**src/rtl/fft_meter_pkg.sv**
```systemverilog
// Shared types, limits and the saturating adder for the FFT band level meter.
package fft_meter_pkg;

  // Frame-tracking state of the band accumulator
  typedef enum logic [0:0] {
    WAIT_SOP = 1'b0,
    ACCUM    = 1'b1
  } meter_state_e;

  // Default widths and the limits they imply
  localparam int SUM_W_DEF = 13;
  localparam int LVL_W_DEF = 4;
  localparam int SUM_MAX   = (1 << SUM_W_DEF) - 1;
  localparam int LVL_MAX   = (1 << LVL_W_DEF) - 1;

  // Result of a saturating add: clipped value plus an overflow flag
  typedef struct packed {
    logic        sat;
    logic [31:0] val;
  } sat_sum_t;

  // a + b clipped to max_v; sat is set when clipping happened
  function automatic sat_sum_t sat_add(input logic [31:0] a,
                                       input logic [31:0] b,
                                       input logic [31:0] max_v);
    logic [32:0] full;
    sat_sum_t    r;
    full = {1'b0, a} + {1'b0, b};
    if (full > {1'b0, max_v}) begin
      r.sat = 1'b1;
      r.val = max_v;
    end else begin
      r.sat = 1'b0;
      r.val = full[31:0];
    end
    return r;
  endfunction

endpackage

```
**src/rtl/fft_level_meter_quant.sv**
```systemverilog
// Converts each completed frame sum into a 4-bit display level with
// peak-hold and a slow, one-step-per-N-frames decay.
module level_quant_hold
  import fft_meter_pkg::*;
#(
  parameter int SUM_W        = SUM_W_DEF,
  parameter int LVL_W        = LVL_W_DEF,
  parameter int SHIFT        = 9,
  parameter int DECAY_FRAMES = 4
) (
  input  logic             clk,
  input  logic             rst_n,
  input  logic [SUM_W-1:0] sum_i,
  input  logic             sum_valid_i,
  output logic [LVL_W-1:0] set_value_o,
  output logic             level_valid_o
);

  localparam int LVL_LIM = (1 << LVL_W) - 1;
  // Counter only needs to reach DECAY_FRAMES-1
  localparam int DCW = (DECAY_FRAMES > 1) ? $clog2(DECAY_FRAMES) : 1;

  logic [SUM_W-1:0] shifted_s;
  logic [LVL_W-1:0] raw_d, raw_q;
  logic             raw_valid_q;
  logic [LVL_W-1:0] set_d, set_q;
  logic [DCW-1:0]   dcnt_d, dcnt_q;
  logic             lv_d, lv_q;

  // Shift the frame sum down and clip it to the top level
  always_comb begin
    shifted_s = sum_i >> SHIFT;
    if (shifted_s > SUM_W'(LVL_LIM)) begin
      raw_d = LVL_W'(LVL_LIM);
    end else begin
      raw_d = shifted_s[LVL_W-1:0];
    end
  end

  // Register the clipped raw level one cycle after the sum arrives
  always_ff @(posedge clk or negedge rst_n) begin
    if (!rst_n) begin
      raw_q       <= '0;
      raw_valid_q <= 1'b0;
    end else begin
      raw_valid_q <= sum_valid_i;
      if (sum_valid_i) begin
        raw_q <= raw_d;
      end else begin
        raw_q <= raw_q;
      end
    end
  end

  // Peak-hold: rise at once, fall by one only after DECAY_FRAMES lower frames
  always_comb begin
    set_d  = set_q;
    dcnt_d = dcnt_q;
    lv_d   = raw_valid_q;
    if (raw_valid_q) begin
      if (raw_q >= set_q) begin
        set_d  = raw_q;
        dcnt_d = '0;
      end else if (DECAY_FRAMES == 0) begin
        set_d  = raw_q;
        dcnt_d = '0;
      end else if ((32'(dcnt_q) + 32'd1) == 32'(DECAY_FRAMES)) begin
        set_d  = (set_q != '0) ? (set_q - LVL_W'(1)) : '0;
        dcnt_d = '0;
      end else begin
        dcnt_d = dcnt_q + DCW'(1);
      end
    end else begin
      set_d  = set_q;
      dcnt_d = dcnt_q;
    end
  end

  // Hold register, decay counter and level strobe
  always_ff @(posedge clk or negedge rst_n) begin
    if (!rst_n) begin
      set_q  <= '0;
      dcnt_q <= '0;
      lv_q   <= 1'b0;
    end else begin
      set_q  <= set_d;
      dcnt_q <= dcnt_d;
      lv_q   <= lv_d;
    end
  end

  assign set_value_o   = set_q;
  assign level_valid_o = lv_q;

endmodule

```
**src/rtl/fft_level_meter.sv**
```systemverilog
// Band level meter between the FFT core and the bar display driver:
// sums |re|+|im| over a bin range per frame and hands the sum to the
// quantise/peak-hold stage.
module fft_level_meter
  import fft_meter_pkg::*;
#(
  parameter int DW           = 8,
  parameter int IDXW         = 6,
  parameter int BIN_LO       = 1,
  parameter int BIN_HI       = 31,
  parameter int SUM_W        = SUM_W_DEF,
  parameter int LVL_W        = LVL_W_DEF,
  parameter int SHIFT        = 9,
  parameter int DECAY_FRAMES = 4
) (
  input  logic                   clk,
  input  logic                   rst_n,
  input  logic                   xk_valid,
  input  logic                   xk_sop,
  input  logic                   xk_eop,
  input  logic [IDXW-1:0]        xk_idx,
  input  logic signed [DW-1:0]   xk_re,
  input  logic signed [DW-1:0]   xk_im,
  output logic [SUM_W-1:0]       sum,
  output logic                   sum_valid,
  output logic                   sum_sat,
  output logic [LVL_W-1:0]       set_value,
  output logic                   level_valid,
  output logic                   frame_drop
);

  localparam logic [31:0] SUM_LIM = 32'((64'd1 << SUM_W) - 64'd1);

  // Stage 1 signals
  logic [DW-1:0] abs_re_s, abs_im_s, abs_re_q, abs_im_q;
  logic          in_range_s;
  logic          s1_valid_q, s1_sop_q, s1_eop_q, s1_inr_q;

  // Stage 2 / FSM signals
  logic [DW:0]      mag_s, add_s;
  meter_state_e     state_d, state_q;
  logic [SUM_W-1:0] acc_d, acc_q, sum_d, sum_q;
  logic             sat_d, sat_q, sum_sat_d, sum_sat_q;
  logic             sum_valid_d, sum_valid_q, drop_d, drop_q;
  sat_sum_t         load_res_s, acc_res_s;
  logic             unused_bits_s;

  // Magnitudes as unsigned DW-bit values; -2^(DW-1) maps to 2^(DW-1)
  always_comb begin
    abs_re_s   = xk_re[DW-1] ? DW'(-xk_re) : DW'(xk_re);
    abs_im_s   = xk_im[DW-1] ? DW'(-xk_im) : DW'(xk_im);
    in_range_s = (32'(xk_idx) >= 32'(BIN_LO)) && (32'(xk_idx) <= 32'(BIN_HI));
  end

  // Stage 1 register: magnitudes plus qualified frame markers
  always_ff @(posedge clk or negedge rst_n) begin
    if (!rst_n) begin
      abs_re_q   <= '0;
      abs_im_q   <= '0;
      s1_valid_q <= 1'b0;
      s1_sop_q   <= 1'b0;
      s1_eop_q   <= 1'b0;
      s1_inr_q   <= 1'b0;
    end else begin
      abs_re_q   <= abs_re_s;
      abs_im_q   <= abs_im_s;
      s1_valid_q <= xk_valid;
      s1_sop_q   <= xk_valid & xk_sop;
      s1_eop_q   <= xk_valid & xk_eop;
      s1_inr_q   <= in_range_s;
    end
  end

  // Frame-tracking state register
  always_ff @(posedge clk or negedge rst_n) begin
    if (!rst_n) begin
      state_q <= WAIT_SOP;
    end else begin
      state_q <= state_d;
    end
  end

  // Next state: a sop opens a frame unless it also closes it; eop closes it
  always_comb begin
    state_d = state_q;
    if (s1_valid_q) begin
      case (state_q)
        WAIT_SOP: begin
          if (s1_sop_q && !s1_eop_q) state_d = ACCUM;
          else                       state_d = WAIT_SOP;
        end
        ACCUM: begin
          if (s1_eop_q) state_d = WAIT_SOP;
          else          state_d = ACCUM;
        end
        default: state_d = WAIT_SOP;
      endcase
    end else begin
      state_d = state_q;
    end
  end

  // Accumulator update, frame completion and early-sop abort
  always_comb begin
    mag_s       = {1'b0, abs_re_q} + {1'b0, abs_im_q};
    add_s       = s1_inr_q ? mag_s : '0;
    load_res_s  = sat_add(32'd0, 32'(add_s), SUM_LIM);
    acc_res_s   = sat_add(32'(acc_q), 32'(add_s), SUM_LIM);
    acc_d       = acc_q;
    sat_d       = sat_q;
    sum_d       = sum_q;
    sum_sat_d   = sum_sat_q;
    sum_valid_d = 1'b0;
    drop_d      = 1'b0;
    if (s1_valid_q) begin
      case (state_q)
        WAIT_SOP: begin
          if (s1_sop_q) begin
            acc_d = load_res_s.val[SUM_W-1:0];
            sat_d = load_res_s.sat;
          end else begin
            acc_d = acc_q;
            sat_d = sat_q;
          end
        end
        ACCUM: begin
          if (s1_sop_q) begin
            drop_d = 1'b1;
            acc_d  = load_res_s.val[SUM_W-1:0];
            sat_d  = load_res_s.sat;
          end else begin
            acc_d = acc_res_s.val[SUM_W-1:0];
            sat_d = sat_q | acc_res_s.sat;
          end
        end
        default: begin
          acc_d = '0;
          sat_d = 1'b0;
        end
      endcase
      // eop closes a frame only if one is open or this sample opened it
      if (s1_eop_q && ((state_q == ACCUM) || s1_sop_q)) begin
        sum_d       = acc_d;
        sum_sat_d   = sat_d;
        sum_valid_d = 1'b1;
      end else begin
        sum_valid_d = 1'b0;
      end
    end else begin
      acc_d = acc_q;
      sat_d = sat_q;
    end
  end

  assign unused_bits_s = ^{load_res_s.val[31:SUM_W], acc_res_s.val[31:SUM_W]};

  // Accumulator and registered frame outputs
  always_ff @(posedge clk or negedge rst_n) begin
    if (!rst_n) begin
      acc_q       <= '0;
      sat_q       <= 1'b0;
      sum_q       <= '0;
      sum_sat_q   <= 1'b0;
      sum_valid_q <= 1'b0;
      drop_q      <= 1'b0;
    end else begin
      acc_q       <= acc_d;
      sat_q       <= sat_d;
      sum_q       <= sum_d;
      sum_sat_q   <= sum_sat_d;
      sum_valid_q <= sum_valid_d;
      drop_q      <= drop_d;
    end
  end

  assign sum        = sum_q;
  assign sum_sat    = sum_sat_q;
  assign sum_valid  = sum_valid_q;
  assign frame_drop = drop_q;

  level_quant_hold #(
    .SUM_W        (SUM_W),
    .LVL_W        (LVL_W),
    .SHIFT        (SHIFT),
    .DECAY_FRAMES (DECAY_FRAMES)
  ) u_quant (
    .clk           (clk),
    .rst_n         (rst_n),
    .sum_i         (sum_q),
    .sum_valid_i   (sum_valid_q),
    .set_value_o   (set_value),
    .level_valid_o (level_valid)
  );

endmodule

```
**config.mk**
```make
export PLATFORM = sky130hd
export DESIGN_NAME = fft_level_meter
export DESIGN_NICKNAME = d
export VERILOG_FILES = /design/src/rtl/fft_meter_pkg.sv /design/src/rtl/fft_level_meter_quant.sv /design/src/rtl/fft_level_meter.sv
export SDC_FILE = /design/constraint.sdc
export NUM_CORES = 1
export LEC_CHECK = 0
export ABC_AREA = 0
export CORE_UTILIZATION = 55
export CTS_CLUSTER_SIZE = 28
export DETAILED_ROUTE_END_ITERATION = 10
export HOLD_SLACK_MARGIN = 0.08
export PLACE_DENSITY = 0.76
export SETUP_SLACK_MARGIN = 0.02
export SYNTH_ARGS = -nofsm -noshare
export SYNTH_HDL_FRONTEND = slang
export SYNTH_SLANG_ARGS = --single-unit
```
**constraint.sdc**
```tcl
create_clock -name clk -period 3.65 [get_ports clk]
set_clock_uncertainty 0.1 [all_clocks]
set_input_delay 0.5475 -clock clk [delete_from_list [all_inputs] [get_ports clk]]
set_output_delay 0.5475 -clock clk [all_outputs]
set_load 0.02 [all_outputs]
```
==> results.cfg <==
[layout]
fin_area_um2 = 4480
multi_input_area_um2 = 2060
fin_nets = 492
n_antenna_cell = 0
drive_gt1_frac = 0.0991
area_delta_synth_final_pct = 18.1
regArea_um2 = 1580
nFillCells = 522
finalNonFillerCells = 521

[clocking]
clock_latency_ps = 350
clock-sinks = 63
holdBufCountCts = 0
postCtsResizedCells = 0
cts_tree = built
cts_root_buf = clkbuf_8
clk_path_buf_depth = 2
cts_max_level = 3
numCtsBuffers = 9
postCtsSetupBuffers = 0
cts.clk_slew.worst_paths_ps = 70

[yosys]
syn_nets = 445
yosysTopAreaCellShare = 0.416
synthTopCellsByCount = dfrtp_1 (63), nand2_1 (42), nor2_1 (29)
syn-cell-area_um2 = 3790
synth.area.top_cells = dfrtp_1 (42%), ha_1 (7.9%), nand2_1 (4.2%)
synth_edf_count = 0
yosysSeqAreaShare = 0.416
avgSynthCellArea_um2 = 9.67
ys_types = 62
async_flop_share = 1.00
yosysTopAreaCell = dfrtp_1
synthFlopType = dfrtp_1
ys_warn_count = 0
synth_seq_cells = 63
synth_most_common_cell = dfrtp_1
synthCells = 392

[outcome]
status = finished, final reports clean

[flow_run]
drv_cap = 0

[placement]
io_buffer_count = 47
gp_congestion = 0.904
pre_cts_slack_ps = 226
dp_cells = 505
dpl-instance-area_um2 = 4310
dpl.hpwl_um = 5880

[die]
dieArea_um2 = 7230
fp.dieH_um = 85.0
floorplan.initialDensity = 0.584
fp.coreArea_um2 = 6490
die-width_um = 85.0
row_count = 29
ios = 48

[setup_path]
rrSetupSlack_ps = 250
critical_path_class = flop to flop
timing.rr.end = sum[10]
worst-path-max-fanout = 4
worstPathArrival_ps = 3520
cp-start-kind = flop
rr_startpoint = abs_re_q[1]
critPathCaptureType = flop
rr_worst_depth = 13
required_ps = 3770

[global_route]
grt_start_max_net_pins = 37
grt_pass1_wl_um = 13300
grt_pass1_vias = 2908
grt_antenna_before_repair = 0
grt_usage = 0.235
grt_overflow = 0

[sta]
slew_violations = 0
worst_slew_pin_slew_ps = 956
setup_violations = 0
hold_violations = 0
timing.fmax_mhz = 294
fin_crit_sh = 0.932
rsz0062_at_grt = no
max_slew_margin = 0.361
fin_ws_ps = 248
fin_crit_ps = 3400
finalSetupTns_ps = 0

[drt]
firstDrtPassIters = 4
vias_per_cell = 5.79
num_vias = 3018
ant_nets = 0
wl_per_cell_um = 15.0
route.detailed.drc = 0
drt_iter0_drc = 110
route.final.wire_length_um = 7830

[power]
powerDensity_nw_per_um2 = 592
total_power_mw = 2.65
power_leakage_nw = 2.00
vdd_ir_drop_max_v = 0.000283

[min_path]
hold_path_class = input port to async pin
==> area by class of cell <==
cell class	count	share of cell area
clock inverters	7	0.00895
well taps	77	0.0215
flip-flops and latches	63	0.352
clock buffers	9	0.0277
inverters	23	0.0193
multi-input cells	292	0.461
repair buffers	50	0.109
==> sequential cells by signal, summed over array words and instances (netlist names), 2 cells and up <==
name / flops
u_quant.dcnt_q: 2
acc_q: 13
u_quant.set_value_o: 4
abs_im_q: 8
u_quant.raw_q: 4
sum: 13
abs_re_q: 8
==> worst max-delay path: stages, from the launching register on <==
cell      delay [ps]
dfrtp_1          380
ha_1             310
a211oi_1         360
o21bai_1         120
a21oi_1          200
xnor2_1          120
and2_1           180
ha_1             370
o211ai_1         140
o21ai_1          280
a31oi_2          160
nor2b_1          190
mux2i_1          250
a31oi_1          100
==> cells by family (layout without fill, tap and decap cells) <==
group           after synthesis  after routing  share of synthesized area
compound gates              115            115                      0.223
xor+xnor                     19             19                     0.0459
fa+ha+maj                    26             26                     0.0898
buf+inv                      37             89                     0.0406
flops                        63             63                      0.416
mux                          11             11                     0.0300
simple gates                121            121                      0.155
==> metrics by stage <==
stage,utilization,hold slack (ps)
floorplan,-,152
global placement,0.663,331
detailed placement,0.663,344
CTS,0.688,188
global route,0.689,238
finish,0.689,178
==> cells in the final DEF, fill, tap and decap left out, types with 4 or more instances in the layout <==
master and instances:
dfrtp_1 63, clkdlybuf4s50_1 46, nand2_1 42, nor2_1 29
ha_1 24, a21oi_1 23, inv_1 21, o21ai_1 17
xnor2_1 14, o21ai_0 12, a21o_1 10, clkbuf_8 9
nor2b_1 8, nor3_1 8, mux2i_1 8, and2_1 7
nand3_1 6, nor4_1 5, a31oi_1 5, a211oi_2 5
clkinv_2 5, o21a_1 4, or2_1 4, xor2_1 4
==> how the worst max path moves through the flow <==
stage,slack (ps),from,end
floorplan,460,abs_re_q[0],sum[6]
global placement,350,abs_re_q[0],sum[2]
detailed placement,230,abs_re_q[0],acc_q[2]
CTS,230,abs_re_q[0],acc_q[2]
global route,50,abs_re_q[0],sum[11]
finish,250,abs_re_q[1],sum[10]
==> power breakdown <==
group,switching [mW],internal (mW)
combinational,0.620,0.535
clock,0.274,0.239
sequential,0.128,0.851
total,1.02,1.63
==> per-layer routing <==
layer / routed length, µm / global-route usage / vias up
met3: 280 / 0.0418 / 15
met2: 3870 / 0.411 / 67
met1: 3500 / 0.281 / 1445
met4: 180 / 0.108 / 0
li1: - / - / 1491
met5: 0 / 0 / -
Power figures use the tool's default switching activity.
